**src/rtl/cpu_pkg.sv**
```systemverilog
// Shared definitions for the CPU control path: opcode values, FSM state
// encoding and bit positions of the control-strobe vector.
package cpu_pkg;

    localparam logic [4:0] OP_LD        = 5'd0;
    localparam logic [4:0] OP_LDI       = 5'd1;
    localparam logic [4:0] OP_ST        = 5'd2;
    localparam logic [4:0] OP_ALU_FIRST = 5'd3;
    localparam logic [4:0] OP_ALU_LAST  = 5'd11;
    localparam logic [4:0] OP_IMM_FIRST = 5'd12;
    localparam logic [4:0] OP_IMM_LAST  = 5'd14;
    localparam logic [4:0] OP_MUL       = 5'd15;
    localparam logic [4:0] OP_DIV       = 5'd16;
    localparam logic [4:0] OP_NEG       = 5'd17;
    localparam logic [4:0] OP_NOT       = 5'd18;
    localparam logic [4:0] OP_BR        = 5'd19;
    localparam logic [4:0] OP_JR        = 5'd20;
    localparam logic [4:0] OP_JAL       = 5'd21;
    localparam logic [4:0] OP_IN        = 5'd22;
    localparam logic [4:0] OP_OUT       = 5'd23;
    localparam logic [4:0] OP_MFHI      = 5'd24;
    localparam logic [4:0] OP_MFLO      = 5'd25;
    localparam logic [4:0] OP_NOP       = 5'd26;
    localparam logic [4:0] OP_HALT      = 5'd27;

    localparam int STATE_W = 6;

    // Every instruction owns its execute states so outputs stay a pure
    // function of the state; only br splits at T6 on con_ff.
    typedef enum logic [STATE_W-1:0] {
        S_RESET, S_FETCH0, S_FETCH1, S_FETCH2, S_HALT,
        S_LDI_T3, S_LDI_T4, S_LDI_T5,
        S_LD_T3, S_LD_T4, S_LD_T5, S_LD_T6, S_LD_T7,
        S_ST_T3, S_ST_T4, S_ST_T5, S_ST_T6, S_ST_T7,
        S_ALU_T3, S_ALU_T4, S_ALU_T5,
        S_IMM_T3, S_IMM_T4, S_IMM_T5,
        S_MD_T3, S_MD_T4, S_MD_T5, S_MD_T6,
        S_NN_T3, S_NN_T4,
        S_BR_T3, S_BR_T4, S_BR_T5, S_BR_T6_TAKEN, S_BR_T6_IDLE,
        S_JR_T3, S_JAL_T3, S_JAL_T4,
        S_IN_T3, S_OUT_T3, S_MFHI_T3, S_MFLO_T3, S_NOP_T3
    } state_t;

    localparam int CTL_W = 28;

    localparam int C_PCOUT   = 0;
    localparam int C_MDROUT  = 1;
    localparam int C_ZHOUT   = 2;
    localparam int C_ZLOUT   = 3;
    localparam int C_HIOUT   = 4;
    localparam int C_LOOUT   = 5;
    localparam int C_INPOUT  = 6;
    localparam int C_COUT    = 7;
    localparam int C_BAOUT   = 8;
    localparam int C_MARIN   = 9;
    localparam int C_MDRIN   = 10;
    localparam int C_PCIN    = 11;
    localparam int C_IRIN    = 12;
    localparam int C_YIN     = 13;
    localparam int C_ZHIN    = 14;
    localparam int C_ZLIN    = 15;
    localparam int C_HIIN    = 16;
    localparam int C_LOIN    = 17;
    localparam int C_CONIN   = 18;
    localparam int C_OUTPIN  = 19;
    localparam int C_INCPC   = 20;
    localparam int C_READ    = 21;
    localparam int C_WRITE   = 22;
    localparam int C_GRA     = 23;
    localparam int C_GRB     = 24;
    localparam int C_GRC     = 25;
    localparam int C_RIN     = 26;
    localparam int C_ROUT    = 27;

endpackage

```
**src/rtl/control_decode.sv**
```systemverilog
// Pure state-to-strobe mapping for the control unit; no storage.
module control_decode
    import cpu_pkg::*;
(
    input  logic [STATE_W-1:0] state,
    output logic [CTL_W-1:0]   ctl,
    output logic               run
);

    state_t st;
    assign st = state_t'(state);

    always_comb begin
        ctl = '0;
        run = 1'b1;
        case (st)
            S_RESET, S_HALT: run = 1'b0;
            S_FETCH0: begin ctl[C_PCOUT] = 1'b1; ctl[C_MARIN] = 1'b1; ctl[C_INCPC] = 1'b1; ctl[C_ZLIN] = 1'b1; end
            S_FETCH1: begin ctl[C_ZLOUT] = 1'b1; ctl[C_PCIN] = 1'b1; ctl[C_READ] = 1'b1; ctl[C_MDRIN] = 1'b1; end
            S_FETCH2: begin ctl[C_MDROUT] = 1'b1; ctl[C_IRIN] = 1'b1; end
            // ld, ldi and st share the effective-address computation
            S_LDI_T3, S_LD_T3, S_ST_T3: begin ctl[C_GRB] = 1'b1; ctl[C_BAOUT] = 1'b1; ctl[C_YIN] = 1'b1; end
            S_LDI_T4, S_LD_T4, S_ST_T4: begin ctl[C_COUT] = 1'b1; ctl[C_ZLIN] = 1'b1; end
            S_LD_T5, S_ST_T5: begin ctl[C_ZLOUT] = 1'b1; ctl[C_MARIN] = 1'b1; end
            S_LD_T6: begin ctl[C_READ] = 1'b1; ctl[C_MDRIN] = 1'b1; end
            S_LD_T7: begin ctl[C_MDROUT] = 1'b1; ctl[C_GRA] = 1'b1; ctl[C_RIN] = 1'b1; end
            S_ST_T6: begin ctl[C_GRA] = 1'b1; ctl[C_ROUT] = 1'b1; ctl[C_MDRIN] = 1'b1; end
            S_ST_T7: ctl[C_WRITE] = 1'b1;
            S_ALU_T3, S_IMM_T3: begin ctl[C_GRB] = 1'b1; ctl[C_ROUT] = 1'b1; ctl[C_YIN] = 1'b1; end
            S_ALU_T4: begin ctl[C_GRC] = 1'b1; ctl[C_ROUT] = 1'b1; ctl[C_ZLIN] = 1'b1; end
            S_IMM_T4, S_BR_T5: begin ctl[C_COUT] = 1'b1; ctl[C_ZLIN] = 1'b1; end
            S_LDI_T5, S_ALU_T5, S_IMM_T5, S_NN_T4: begin ctl[C_ZLOUT] = 1'b1; ctl[C_GRA] = 1'b1; ctl[C_RIN] = 1'b1; end
            S_MD_T3: begin ctl[C_GRA] = 1'b1; ctl[C_ROUT] = 1'b1; ctl[C_YIN] = 1'b1; end
            S_MD_T4: begin ctl[C_GRB] = 1'b1; ctl[C_ROUT] = 1'b1; ctl[C_ZHIN] = 1'b1; ctl[C_ZLIN] = 1'b1; end
            S_MD_T5: begin ctl[C_ZLOUT] = 1'b1; ctl[C_LOIN] = 1'b1; end
            S_MD_T6: begin ctl[C_ZHOUT] = 1'b1; ctl[C_HIIN] = 1'b1; end
            S_NN_T3: begin ctl[C_GRB] = 1'b1; ctl[C_ROUT] = 1'b1; ctl[C_ZLIN] = 1'b1; end
            S_BR_T3: begin ctl[C_GRA] = 1'b1; ctl[C_ROUT] = 1'b1; ctl[C_CONIN] = 1'b1; end
            S_BR_T4: begin ctl[C_PCOUT] = 1'b1; ctl[C_YIN] = 1'b1; end
            S_BR_T6_TAKEN: begin ctl[C_ZLOUT] = 1'b1; ctl[C_PCIN] = 1'b1; end
            S_JR_T3, S_JAL_T4: begin ctl[C_GRA] = 1'b1; ctl[C_ROUT] = 1'b1; ctl[C_PCIN] = 1'b1; end
            S_JAL_T3: begin ctl[C_PCOUT] = 1'b1; ctl[C_GRB] = 1'b1; ctl[C_RIN] = 1'b1; end
            S_IN_T3: begin ctl[C_INPOUT] = 1'b1; ctl[C_GRA] = 1'b1; ctl[C_RIN] = 1'b1; end
            S_OUT_T3: begin ctl[C_GRA] = 1'b1; ctl[C_ROUT] = 1'b1; ctl[C_OUTPIN] = 1'b1; end
            S_MFHI_T3: begin ctl[C_HIOUT] = 1'b1; ctl[C_GRA] = 1'b1; ctl[C_RIN] = 1'b1; end
            S_MFLO_T3: begin ctl[C_LOOUT] = 1'b1; ctl[C_GRA] = 1'b1; ctl[C_RIN] = 1'b1; end
            default: ;
        endcase
    end

endmodule

```
**src/rtl/control_unit.sv**
```systemverilog
// Moore control FSM for the CPU: fetch, opcode dispatch and per-instruction
// execute sequences, with strobes decoded from the state by control_decode.
module control_unit
    import cpu_pkg::*;
(
    input  logic        clk,
    input  logic        clr,
    input  logic [31:0] ir,
    input  logic        con_ff,
    input  logic        stop,
    output logic        run,
    output logic        PCout, MDRout, ZHighout, ZLowout, HIout, LOout, InPortout, Cout, BAout,
    output logic        MARin, MDRin, PCin, IRin, Yin, ZHighIn, ZLowIn, HIin, LOin, CONin, OutPortin,
    output logic        IncPC, Read, Write,
    output logic        Gra, Grb, Grc, Rin, Rout
);

    state_t           state_q, state_d;
    logic [4:0]       opcode;
    logic [CTL_W-1:0] ctl;
    logic             ir_unused;

    assign opcode    = ir[31:27];
    assign ir_unused = ^ir[26:0];

    always_ff @(posedge clk) begin
        if (clr) state_q <= S_RESET;
        else     state_q <= state_d;
    end

    always_comb begin
        state_d = S_FETCH0;
        case (state_q)
            S_RESET:  state_d = S_FETCH0;
            S_FETCH0: state_d = stop ? S_HALT : S_FETCH1;
            S_FETCH1: state_d = S_FETCH2;
            S_FETCH2: begin
                case (opcode) inside
                    OP_LD:                       state_d = S_LD_T3;
                    OP_LDI:                      state_d = S_LDI_T3;
                    OP_ST:                       state_d = S_ST_T3;
                    [OP_ALU_FIRST:OP_ALU_LAST]:  state_d = S_ALU_T3;
                    [OP_IMM_FIRST:OP_IMM_LAST]:  state_d = S_IMM_T3;
                    OP_MUL, OP_DIV:              state_d = S_MD_T3;
                    OP_NEG, OP_NOT:              state_d = S_NN_T3;
                    OP_BR:                       state_d = S_BR_T3;
                    OP_JR:                       state_d = S_JR_T3;
                    OP_JAL:                      state_d = S_JAL_T3;
                    OP_IN:                       state_d = S_IN_T3;
                    OP_OUT:                      state_d = S_OUT_T3;
                    OP_MFHI:                     state_d = S_MFHI_T3;
                    OP_MFLO:                     state_d = S_MFLO_T3;
                    OP_HALT:                     state_d = S_HALT;
                    default:                     state_d = S_NOP_T3;
                endcase
            end
            S_LDI_T3: state_d = S_LDI_T4;
            S_LDI_T4: state_d = S_LDI_T5;
            S_LD_T3:  state_d = S_LD_T4;
            S_LD_T4:  state_d = S_LD_T5;
            S_LD_T5:  state_d = S_LD_T6;
            S_LD_T6:  state_d = S_LD_T7;
            S_ST_T3:  state_d = S_ST_T4;
            S_ST_T4:  state_d = S_ST_T5;
            S_ST_T5:  state_d = S_ST_T6;
            S_ST_T6:  state_d = S_ST_T7;
            S_ALU_T3: state_d = S_ALU_T4;
            S_ALU_T4: state_d = S_ALU_T5;
            S_IMM_T3: state_d = S_IMM_T4;
            S_IMM_T4: state_d = S_IMM_T5;
            S_MD_T3:  state_d = S_MD_T4;
            S_MD_T4:  state_d = S_MD_T5;
            S_MD_T5:  state_d = S_MD_T6;
            S_NN_T3:  state_d = S_NN_T4;
            S_BR_T3:  state_d = S_BR_T4;
            S_BR_T4:  state_d = S_BR_T5;
            // con_ff has settled by T5, so the branch decision is taken here
            S_BR_T5:  state_d = con_ff ? S_BR_T6_TAKEN : S_BR_T6_IDLE;
            S_JAL_T3: state_d = S_JAL_T4;
            S_HALT:   state_d = S_HALT;
            default:  state_d = S_FETCH0;
        endcase
    end

    control_decode u_decode (
        .state (state_q),
        .ctl   (ctl),
        .run   (run)
    );

    assign PCout     = ctl[C_PCOUT];
    assign MDRout    = ctl[C_MDROUT];
    assign ZHighout  = ctl[C_ZHOUT];
    assign ZLowout   = ctl[C_ZLOUT];
    assign HIout     = ctl[C_HIOUT];
    assign LOout     = ctl[C_LOOUT];
    assign InPortout = ctl[C_INPOUT];
    assign Cout      = ctl[C_COUT];
    assign BAout     = ctl[C_BAOUT];
    assign MARin     = ctl[C_MARIN];
    assign MDRin     = ctl[C_MDRIN];
    assign PCin      = ctl[C_PCIN];
    assign IRin      = ctl[C_IRIN];
    assign Yin       = ctl[C_YIN];
    assign ZHighIn   = ctl[C_ZHIN];
    assign ZLowIn    = ctl[C_ZLIN];
    assign HIin      = ctl[C_HIIN];
    assign LOin      = ctl[C_LOIN];
    assign CONin     = ctl[C_CONIN];
    assign OutPortin = ctl[C_OUTPIN];
    assign IncPC     = ctl[C_INCPC];
    assign Read      = ctl[C_READ];
    assign Write     = ctl[C_WRITE];
    assign Gra       = ctl[C_GRA];
    assign Grb       = ctl[C_GRB];
    assign Grc       = ctl[C_GRC];
    assign Rin       = ctl[C_RIN];
    assign Rout      = ctl[C_ROUT];

endmodule

```
**config.mk**
```make
export PLATFORM = sky130hd
export DESIGN_NAME = control_unit
export DESIGN_NICKNAME = d
export VERILOG_FILES = /design/src/rtl/cpu_pkg.sv /design/src/rtl/control_decode.sv /design/src/rtl/control_unit.sv
export SDC_FILE = /design/constraint.sdc
export NUM_CORES = 1
export LEC_CHECK = 0
export CORE_MARGIN = 8
export CORE_UTILIZATION = 25
export DETAILED_ROUTE_END_ITERATION = 6
export HOLD_SLACK_MARGIN = 0.12
export MAX_ROUTING_LAYER = met4
export PLACE_DENSITY_LB_ADDON = 0.1
export SLEW_MARGIN = 20
export SYNTH_ARGS = -nofsm -noshare
export SYNTH_HDL_FRONTEND = slang
export SYNTH_SLANG_ARGS = --single-unit
```
**constraint.sdc**
```tcl
create_clock -name clk -period 4.2 [get_ports clk]
set_clock_uncertainty 0.2 [all_clocks]
set_input_delay 0.42 -clock clk [delete_from_list [all_inputs] [get_ports clk]]
set_output_delay 0.42 -clock clk [all_outputs]
set_load 0.02 [all_outputs]
```
==> impl_metrics.json, run 1 <==
{
  "status": "completed",
  "cp_max_fo": 25,
  "ctsResizeCount": 0,
  "synth_edf_count": 0,
  "clk_pin_slew_ns": 0.03,
  "hold_buffers": 0,
  "largest_register_ff_count": 6,
  "synth_ff_type": "dfxtp_1",
  "grt_max_degree": 37,
  "cts.path.max_buffers": 2,
  "cts_tree": "yes",
  "clock_sinks": 6,
  "report.final.slew_viol_count": 0,
  "yosysSeqAreaShare_pct": 8.04,
  "gp_congestion": 0.777,
  "grt_pass1_wl_mm": 9.10,
  "gr-total-overflow": 0,
  "p_leak_nw": 0.617,
  "cts_root_buf": "clkbuf_8",
  "htree_levels": 1,
  "pin_count": 65,
  "setup_tns_ns": 0,
  "hold_path.class": "primary input to flip-flop",
  "avgSynthCellArea_um2": 6.33,
  "first_global_vias": 1732,
  "first_pass_iters": 4,
  "final_area_um2": 1920,
  "dpl_cell_area_um2": 1880,
  "numCtsBuffers": 3,
  "fp.dieW_um": 93.3,
  "async_flop_share_pct": 0,
  "final.period_utilization_pct": 79.1,
  "rows": 28,
  "syn2layout_area_growth_pct": 28.8,
  "final.fill_count": 653,
  "grt_usage_pct": 13.0,
  "antenna_found_initial": 0,
  "drive_above_1_share_pct": 7.34,
  "syn_area_um2": 1490,
  "route.detailed.wl_per_inst_um": 16.5,
  "ys_ff_latch": 6,
  "ys.warnings.count": 0,
  "vdd_drop_max_v": 0.000128,
  "diodes": 0,
  "endpoint_kind": "primary output",
  "syn_nets": 272,
  "post-cts-setup-buffers": 0,
  "max_freq_mhz": 301,
  "vias": 1803,
  "max_flop_register": "state_q",
  "synthAdderAreaFrac_pct": 0,
  "power.density_nw_per_um2": 166,
  "synthSimpleGateAreaFrac_pct": 40.5,
  "drtIter0Drc": 112,
  "clk_latency_ns": 0.22,
  "setup_viol": 0,
  "start_util_pct": 25.5,
  "synth_compound_area_share_pct": 32.7,
  "r2r_slack_ns": 1.74,
  "postRouteAntennaNets": 0,
  "vias_per_cell": 5.40,
  "synth_top_family_by_area": "simple AND/OR/NAND/NOR gates",
  "maxCapViolations": 0,
  "fp.dieH_um": 93.3,
  "core_um2": 5850,
  "fin_crit_ns": 3.32,
  "ys_types": 59,
  "crit_type": "flip-flop to primary output",
  "crit_required_ns": 3.58,
  "die_area_um2": 8700,
  "tightestPinTransition_ns": 0.880,
  "fin_util_pct": 32.9,
  "numPortBuffers": 37,
  "post-place-ws_ns": 1.11,
  "worst_slack_ns": 0.879,
  "synthXorXnorAreaFrac_pct": 5.28,
  "top_regs": "state_q x6",
  "synth_cells": 236,
  "critPathArrivalTime_ns": 2.70,
  "finalHoldViolCount": 0,
  "place_hpwl_mm": 4.06,
  "drc": 0,
  "synthMuxAreaShare_pct": 2.76,
  "grt_setup_unrepaired": "false",
  "routed_wl_mm": 5.53,
  "max_slew_margin_pct": 41.2,
  "final_nets": 297,
  "worstSetupStartpointType": "flip-flop"
}
[cell usage after synthesis (5+ instances only)]
cell	instances	area, µm²
dfxtp_1	6	120
o22ai_1	5	31.3
nor3_1	19	95.1
a21oi_1	13	65.1
nand3_1	8	40.0
buf_2	15	75.1
nand2b_1	8	50.1
a31oi_1	6	37.5
xnor2_1	7	61.3
nor2b_1	10	62.6
o21ai_0	14	70.1
nand2_1	26	97.6
nor2_1	19	71.3
[path summary, 6_finish.rpt]
path                                  from    endpoint  depth (start not counted)
worst min-delay path                   clr  state_q[0]                          2
worst max register to register  state_q[0]  state_q[2]                          6
worst min register to register  state_q[3]  state_q[0]                          4
worst max-delay path            state_q[0]       MDRin                          6
[worst max-delay path: stages, from the launching register on]
cell,delay (ns)
dfxtp_1,0.88
inv_1,0.33
nand2_1,0.16
nand2_1,0.08
o31a_1,0.24
nor3_1,0.15
clkdlybuf4s50_1,0.64
[logic make-up (layout without fill, tap and decap cells)]
family          after synthesis  in the layout
compound gates               72             72
xor+xnor                      9              9
buf+inv                      30             53
flops                         6              6
mux                           4              4
simple gates                115            115
[final cells by class]
| cell class | instances | area, µm² | area share, % |
|---|---|---|---|
| multi-input cells | 200 | 1210 | 63.0 |
| inverters | 3 | 11.3 | 0.585 |
| well taps | 75 | 93.8 | 4.88 |
| repair buffers | 47 | 445 | 23.1 |
| flip-flops and latches | 6 | 120 | 6.24 |
| clock buffers | 3 | 41.3 | 2.15 |
[per-layer routing]
metal | wire length, µm | vias up | share of wire (%) | GRT usage [%]
met5 | 0 | - | 0 | -
met4 | 50 | 0 | 0.90 | 1.34
met3 | 260 | 4 | 4.7 | 2.08
li1 | - | 921 | - | -
met1 | 2700 | 837 | 49 | 17.4
met2 | 2520 | 41 | 46 | 20.4
[placed cells by master (no fill, tap or decap), drive strengths merged, types with 4 or more instances in the layout]
master,Yosys,final
a211oi,4,4
a21oi,13,13
a31oi,6,6
buf,23,10
clkdlybuf4s50,0,37
dfxtp,6,6
nand2,26,26
nand2b,8,8
nand3,8,8
nor2,21,21
nor2b,10,10
nor3,20,20
o21ai,15,15
o22ai,5,5
or3,4,4
xnor2,7,7
[power breakdown]
group	switching [mW]	internal, mW	total, mW
Clock	0.0215	0.0613	0.0827
Combinational	0.0941	0.0696	0.164
Sequential	0.0136	0.0599	0.0736
Total	0.129	0.191	0.320
[through the flow]
| stage | hold slack (ns) | power [mW] | std cells |
|---|---|---|---|
| after floorplan | 0.289 | 0.179 | 236 |
| after global placement | 0.628 | 0.239 | 331 |
| after detailed placement | 0.618 | 0.238 | 331 |
| after CTS | 0.577 | 0.322 | 334 |
| after global routing | 0.580 | 0.343 | 334 |
| final | 0.585 | 0.320 | 334 |
No activity file was read; power rests on OpenSTA's default activity.
==> inputs of run 2 (changes only) <==
==> constraint.sdc (replaced) <==
create_clock -name clk -period 3.24 [get_ports clk]
set_clock_uncertainty 0.2 [all_clocks]
set_input_delay 0.324 -clock clk [delete_from_list [all_inputs] [get_ports clk]]
set_output_delay 0.324 -clock clk [all_outputs]
set_load 0.02 [all_outputs]
==> impl_metrics.json, run 2 (same netlist as run 1, synthesis figures left out) <==
{
  "htree_levels": 1,
  "grt_max_degree": 22,
  "final.period_utilization_pct": 93.6,
  "die_area_um2": 8700,
  "status": "completed",
  "whs_endpoint": "state_q[0]",
  "pin_count": 65,
  "met3_usage_pct": 1.92,
  "max_flop_register": "state_q",
  "place_hpwl_mm": 4.35,
  "vias_per_cell": 5.40,
  "core_um2": 5850,
  "grt_pass1_wl_mm": 9.29,
  "endpoint_kind": "primary output",
  "clock_sinks": 6,
  "vdd_drop_max_v": 0.000121,
  "mostFrequentLayoutCell": "clkdlybuf4s50_1",
  "r2r-start": "state_q[2]",
  "routed_wl_mm": 5.66,
  "gp_congestion": 0.778,
  "setup_tns_ns": 0,
  "busiest_layer": "met2",
  "tightestPinTransition_ns": 0.756,
  "fin_crit_ns": 3.03,
  "cts_tree": "yes",
  "drive_above_1_share_pct": 10.8,
  "route.detailed.wl_per_inst_um": 16.4,
  "drc": 0,
  "rows": 28,
  "largest_register_ff_count": 6,
  "clk_latency_ns": 0.23,
  "vias": 1858,
  "p_comb_share_pct": 52.1,
  "syn2layout_area_growth_pct": 33.8,
  "ctsResizeCount": 0,
  "top_regs": "state_q x6",
  "grt_setup_unrepaired": "false",
  "drtIter0Drc": 94,
  "rr_worst_depth": 6,
  "crit_required_ns": 2.72,
  "swShare_pct": 40.7,
  "worst_slack_ns": 0.206,
  "switchingPower_mw": 0.176,
  "max_slew_margin_pct": 49.5,
  "fp.dieW_um": 93.3,
  "grtUsageMet1_pct": 17.2,
  "final.fill_count": 667,
  "cp_max_fo": 21,
  "cts.path.max_buffers": 2,
  "report.final.slew_viol_count": 0,
  "postRouteAntennaNets": 0,
  "numPortBuffers": 37,
  "p_int_mw": 0.257,
  "diodes": 0,
  "final_nets": 307,
  "start_util_pct": 25.5,
  "p_leak_nw": 0.669,
  "finalHoldViolCount": 0,
  "power.density_nw_per_um2": 217,
  "hold_buffers": 0,
  "hold_path.class": "primary input to flip-flop",
  "grt_util_met2_pct": 21.9,
  "post-place-ws_ns": 0.445,
  "post-cts-setup-buffers": 0,
  "min_from": "clr",
  "grt_usage_pct": 13.5,
  "antenna_found_initial": 0,
  "maxCapViolations": 0,
  "max_freq_mhz": 330,
  "numCtsBuffers": 3,
  "clkPwrFrac_pct": 26.5,
  "first_global_vias": 1818,
  "reg2reg_to": "state_q[2]",
  "cts_root_buf": "clkbuf_8",
  "fp.dieH_um": 93.3,
  "final_cell_mix": "clkdlybuf4s50_1 (37), nand2_1 (26), buf_4 (20), nor3_1 (19), nor2_1 (19)",
  "gr-total-overflow": 0,
  "first_pass_iters": 5,
  "p_seq_share_pct": 21.4,
  "worstSetupStartpointType": "flip-flop",
  "critPathArrivalTime_ns": 2.51,
  "crit_type": "flip-flop to primary output",
  "setup_viol": 0,
  "min_path_cells": 2,
  "r2r_slack_ns": 0.92,
  "clk_pin_slew_ns": 0.04
}
==> run 2: cell types whose count changed in the layout (fill, tap and decap cells not counted) <==
cell	previous run	this run
buf_4	10	20
==> run 2: final cells by class <==
type	instances	area (µm²)	share of cell area [%]
multi-input cells	200	1210	60.6
well taps	75	93.8	4.69
repair buffers	57	520	26.0
clock buffers	3	41.3	2.07
inverters	3	11.3	0.563
flip-flops and latches	6	120	6.01
==> run 2: power by group through the flow <==
stage / clock network, mW / logic, mW / registers (mW)
finish: 0.115 / 0.226 / 0.0926
detailed placement: 0 / 0.227 / 0.0935
global route: 0.122 / 0.249 / 0.0939
global placement: 0 / 0.229 / 0.0939
CTS: 0.119 / 0.227 / 0.0924
floorplan: 0 / 0.150 / 0.0816
==> run 2: through the flow <==
step | instance area [µm²] | hold WS [ns] | total power [mW] | std cells | utilization (%)
3_5_place_dp | 1960 | 0.568 | 0.321 | 341 | 33.5
5_1_grt | 2000 | 0.517 | 0.465 | 344 | 34.2
6_report | 2000 | 0.475 | 0.433 | 344 | 34.2
2_1_floorplan | 1490 | 0.193 | 0.232 | 236 | -
3_3_place_gp | 1960 | 0.570 | 0.323 | 341 | 33.5
4_1_cts | 2000 | 0.472 | 0.438 | 344 | 34.2
==> run 2: how the worst max path moves through the flow <==
stage,startpoint,end,slack (ns),depth (start not counted)
finish,state_q[2],PCout,0.21,5
global route,state_q[2],Yin,0.1,5
CTS,state_q[2],PCout,0.19,5
detailed placement,state_q[2],PCout,0.45,5
global placement,state_q[2],Yin,0.44,5
floorplan,state_q[3],PCout,1.01,5
==> run 2: critical path: stages, from the launching register on <==
cell,delay [ns]
dfxtp_1,0.80
nand2_1,0.17
buf_4,0.20
or3_1,0.34
o41ai_1,0.09
clkdlybuf4s50_1,0.67
==> run 2: per-layer routing <==
metal,wire length (µm),up-vias
met1,2630,860
li1,-,941
met3,286,6
met5,0,-
met2,2660,51
met4,78,0
==> patch 1 (flow settings as in run 1) <==
Set the package constant `STATE_W` to 7 (it was 6).
--- a/src/rtl/cpu_pkg.sv
+++ b/src/rtl/cpu_pkg.sv
@@ -23,7 +23,7 @@
     localparam logic [4:0] OP_NOP       = 5'd26;
     localparam logic [4:0] OP_HALT      = 5'd27;
 
-    localparam int STATE_W = 6;
+    localparam int STATE_W = 7;
 
     // Every instruction owns its execute states so outputs stay a pure
     // function of the state; only br splits at T6 on con_ff.
Function: no difference found for any inputs over 10 cycles, from zero or initial values; that may be too few to reach the edited logic, so the function may still have changed.
==> patch 1 against run 1 <==
Total power up 2.4%. Routed wire length increased by 1.5%. Worst setup slack got worse by 17 ps. Cell area did not move. Sequential cell count unchanged. Die area increased by 0.70%. Synthesized area grew 0.84%. Critical path depth fell by 2. Register-to-register slack improved by 40 ps. First-iteration DRC count increased by 100%. Critical path type unchanged. Largest power group unchanged. Highest routed layer unchanged.
==> patch 1: results (changes against run 1) <==
status: "completed"
postRouteWirelength_um: 5610  # +1.5%
cp_top_family: "flip-flops"
critical_path_arrival_ps: 2720  # +20 ps
synthFlopType: "dfxtp_1"
syn-num-nets: 273  # +0.37%
min_to: "state_q[0]$_SDFF_PP0_"
synthTopCellsByCount: "nor3_1, nor2_1, o21ai_0, a21oi_1, nand2_1"
slowest_delay_ps: 860  # -20 ps
synthArstFlopShare_pct: 0  # unchanged
grt_pass1_wl_um: 9250  # +1.6%
postCtsSetupRepairBufs: 0  # unchanged
ir_drop_v: 0.0000930  # -27%
grt_pass1_vias: 1701  # -1.8%
num-fill-cells: 670  # +2.6%
ys_seq_area_share_pct: 7.97  # -0.067 points
gp_congestion: 0.830  # +6.8%
synth_area_leaders: "dfxtp_1, nor3_1, o21ai_0, nand2b_1, a21oi_1"
leakage_nw: 0.618  # +0.15%
reg2reg_to: "state_q[1]$_SDFF_PP0_"
fin_nets: 294  # -1.0%
tightest_slew_ps: 839  # -41.5 ps
synth_top_area_share_pct: 7.97  # -0.067 points
grt_max_degree: 33  # -11%
r2r_slack_ps: 1780  # +40 ps
grt_usage_pct: 13.0  # +0.032 points
r2r-start: "state_q[2]$_SDFF_PP0_"
drt-initial-drc-count: 229  # +100%
antenna_found_initial: 0  # unchanged
clock_latency_ps: 220  # about the same
place_ws_ps: 1130  # +26.9 ps
detailed_place_hpwl_um: 4140  # +1.8%
cts_buffer_depth: 2  # unchanged
hold_ws_ps: 584  # -1.07 ps
dr_total_vias: 1808  # +0.28%
drive_gt1_share_pct: 8.20  # +0.87 points
min_period_ps: 3340  # +17.1 ps
==> patch 1: changes by cell type in the layout (fill, tap and decap cells not counted), moves of 4 or more <==
cell / run 1 / this run
nand2_1: 26 / 16
nand2b_1: 8 / 13
nor2b_1: 10 / 3
nor3_1: 19 / 23
==> patch 1: cells by family (layout without fill, tap and decap cells) <==
| family | Yosys count | after routing | share of synthesized area [%] |
|---|---|---|---|
| xor+xnor | 6 | 6 | 3.49 |
| simple gates | 104 | 104 | 36.9 |
| mux | 3 | 3 | 1.99 |
| buf+inv | 36 | 55 | 12.0 |
| flops | 6 | 6 | 7.97 |
| compound gates | 81 | 81 | 37.0 |
| fa+ha+maj | 1 | 1 | 0.664 |
==> patch 1: layer usage <==
layer	up-vias	part of all wire (%)	track usage, %
met5	-	0	-
met4	0	0.48	2.25
met3	2	3.8	1.52
met2	40	47	19.6
met1	849	49	18.2
li1	917	-	-
==> patch 1: layout make-up <==
cell class / count / area (sq um) / area share, %
multi-input cells: 195 / 1200 / 62.6
repair buffers: 47 / 445 / 23.1
flip-flops and latches: 6 / 120 / 6.24
well taps: 75 / 93.8 / 4.88
clock buffers: 3 / 41.3 / 2.15
inverters: 5 / 18.8 / 0.975
==> patch 1: how the worst max path moves through the flow <==
stage / startpoint / endpoint / slack [ps] / depth (start not counted)
6_report: state_q[2]$_SDFF_PP0_ / PCout / 860 / 4
5_1_grt: state_q[2]$_SDFF_PP0_ / BAout / 680 / 4
2_1_floorplan: state_q[2]$_SDFF_PP0_ / BAout / 1550 / 5
3_5_place_dp: state_q[2]$_SDFF_PP0_ / PCout / 1130 / 4
3_3_place_gp: state_q[2]$_SDFF_PP0_ / PCout / 1090 / 4
4_1_cts: state_q[2]$_SDFF_PP0_ / PCout / 880 / 4
==> patch 1: stage by stage <==
step / std cells / area [sq um]
3_5_place_dp: 328 / 1880
3_3_place_gp: 328 / 1880
6_report: 331 / 1920
4_1_cts: 331 / 1920
5_1_grt: 331 / 1920
2_1_floorplan: 237 / 1510
==> patch 1: where the power goes <==
part | internal [mW] | switching (mW) | total (mW) | leakage, nW
clock network | 0.0617 | 0.0257 | 0.0874 | 0.0216
registers | 0.0600 | 0.0125 | 0.0725 | 0.0487
logic | 0.0719 | 0.0959 | 0.168 | 0.548
==> patch 2 (flow settings as in run 1) <==
Made on the original files. Register the inputs `clr`, `ir`, `con_ff` and `stop` before use. The logic sees them one clock later.
--- a/src/rtl/control_unit.sv
+++ b/src/rtl/control_unit.sv
@@ -15,16 +15,28 @@
     output logic        Gra, Grb, Grc, Rin, Rout
 );
 
+    logic clr_q;
+    logic [31:0] ir_q;
+    logic con_ff_q;
+    logic stop_q;
+
+    always_ff @(posedge clk) begin
+        clr_q    <= clr;
+        ir_q     <= ir;
+        con_ff_q <= con_ff;
+        stop_q   <= stop;
+    end
+
     state_t           state_q, state_d;
     logic [4:0]       opcode;
     logic [CTL_W-1:0] ctl;
     logic             ir_unused;
 
-    assign opcode    = ir[31:27];
-    assign ir_unused = ^ir[26:0];
+    assign opcode    = ir_q[31:27];
+    assign ir_unused = ^ir_q[26:0];
 
     always_ff @(posedge clk) begin
-        if (clr) state_q <= S_RESET;
+        if (clr_q) state_q <= S_RESET;
         else     state_q <= state_d;
     end
 
@@ -32,7 +44,7 @@
         state_d = S_FETCH0;
         case (state_q)
             S_RESET:  state_d = S_FETCH0;
-            S_FETCH0: state_d = stop ? S_HALT : S_FETCH1;
+            S_FETCH0: state_d = stop_q ? S_HALT : S_FETCH1;
             S_FETCH1: state_d = S_FETCH2;
             S_FETCH2: begin
                 case (opcode) inside
@@ -75,7 +87,7 @@
             S_BR_T3:  state_d = S_BR_T4;
             S_BR_T4:  state_d = S_BR_T5;
             // con_ff has settled by T5, so the branch decision is taken here
-            S_BR_T5:  state_d = con_ff ? S_BR_T6_TAKEN : S_BR_T6_IDLE;
+            S_BR_T5:  state_d = con_ff_q ? S_BR_T6_TAKEN : S_BR_T6_IDLE;
             S_JAL_T3: state_d = S_JAL_T4;
             S_HALT:   state_d = S_HALT;
             default:  state_d = S_FETCH0;
Behaviour: not the same (Yosys sat finds a counterexample within 4 cycles, from zero or initial values).
==> patch 2 against run 1 <==
Non-clock buffer count is 2 lower. Die area is 7.2% higher. Sequential cell count is 8 higher. First-iteration DRC count is 11% higher. Register-to-register slack better by 130 ps. Critical path depth is 1 higher. Count of clock-buffer cells in the layout stayed put. Cell area is 6.9% higher. Worst setup slack better by 55 ps. Total power is 45% higher. Routed wire length is 5.9% higher. Worst hold slack worse by 170 ps. Synthesized area is 8.7% higher. Maximum frequency is 1.7% higher. Critical path type unchanged. Largest cell class unchanged. Largest power group unchanged.
==> patch 2: results (changes against run 1) <==
synth_compound_area_share_pct: 37.1  # +4.5 points
reg2reg_to: "state_q[1]$_SDFF_PP0_"
postRouteWirelength_um: 5850  # +5.9%
p_comb_mw: 0.194  # +18%
clkTransAtPathRegs_ps: 60  # +30 ps
drt-initial-drc-count: 124  # +11%
synth-adder-area-share_pct: 0.616  # +0.62 points
synth_area_leaders: "dfxtp_1, o21ai_0, nand2_1, nor3_1, a21oi_1"
grt_usage_pct: 12.4  # -0.57 points
cp_top_family: "flip-flops"
grt.met2_usage_pct: 19.0  # -1.5 points
synthXorXnorAreaFrac_pct: 3.24  # -2.0 points
fin_nets: 304  # +2.4%
largestRegisters: "state_q (6), ir_q (5)"
viasPerCell: 5.38  # -0.25%
avgSynthCellArea_sq_um: 6.58  # +3.9%
min-delay-start: "stop_q$_DFF_P_"
gp_congestion: 0.809  # +4.1%
detailed_place_hpwl_um: 4250  # +4.7%
status: "completed"
synth_cell_types: 54  # -8.5%
p_int_mw: 0.286  # +50%
pwr-share-comb_pct: 42.0  # -9.2 points
use_met1_pct: 16.7  # -0.70 points
grt_pass1_wl_um: 9690  # +6.4%
## patch 2: worst max-delay path by stage
| stage | start | to | slack [ps] | cells after the start |
|---|---|---|---|---|
| floorplan | state_q[5]$_SDFF_PP0_ | PCout | 1830 | 4 |
| global placement | state_q[4]$_SDFF_PP0_ | Rin | 1200 | 7 |
| detailed placement | state_q[4]$_SDFF_PP0_ | Rin | 1170 | 7 |
| CTS | state_q[4]$_SDFF_PP0_ | Rin | 900 | 7 |
| global route | state_q[4]$_SDFF_PP0_ | Rin | 770 | 7 |
| finish | state_q[4]$_SDFF_PP0_ | Rin | 930 | 7 |
## patch 2: cell type report
| type | instances | area, sq um |
|---|---|---|
| clock buffers | 3 | 41.3 |
| fillers | 754 | 4260 |
| inverters | 7 | 26.3 |
| multi-input cells | 197 | 1180 |
| flip-flops and latches | 14 | 280 |
| well taps | 77 | 96.3 |
| repair buffers | 45 | 430 |
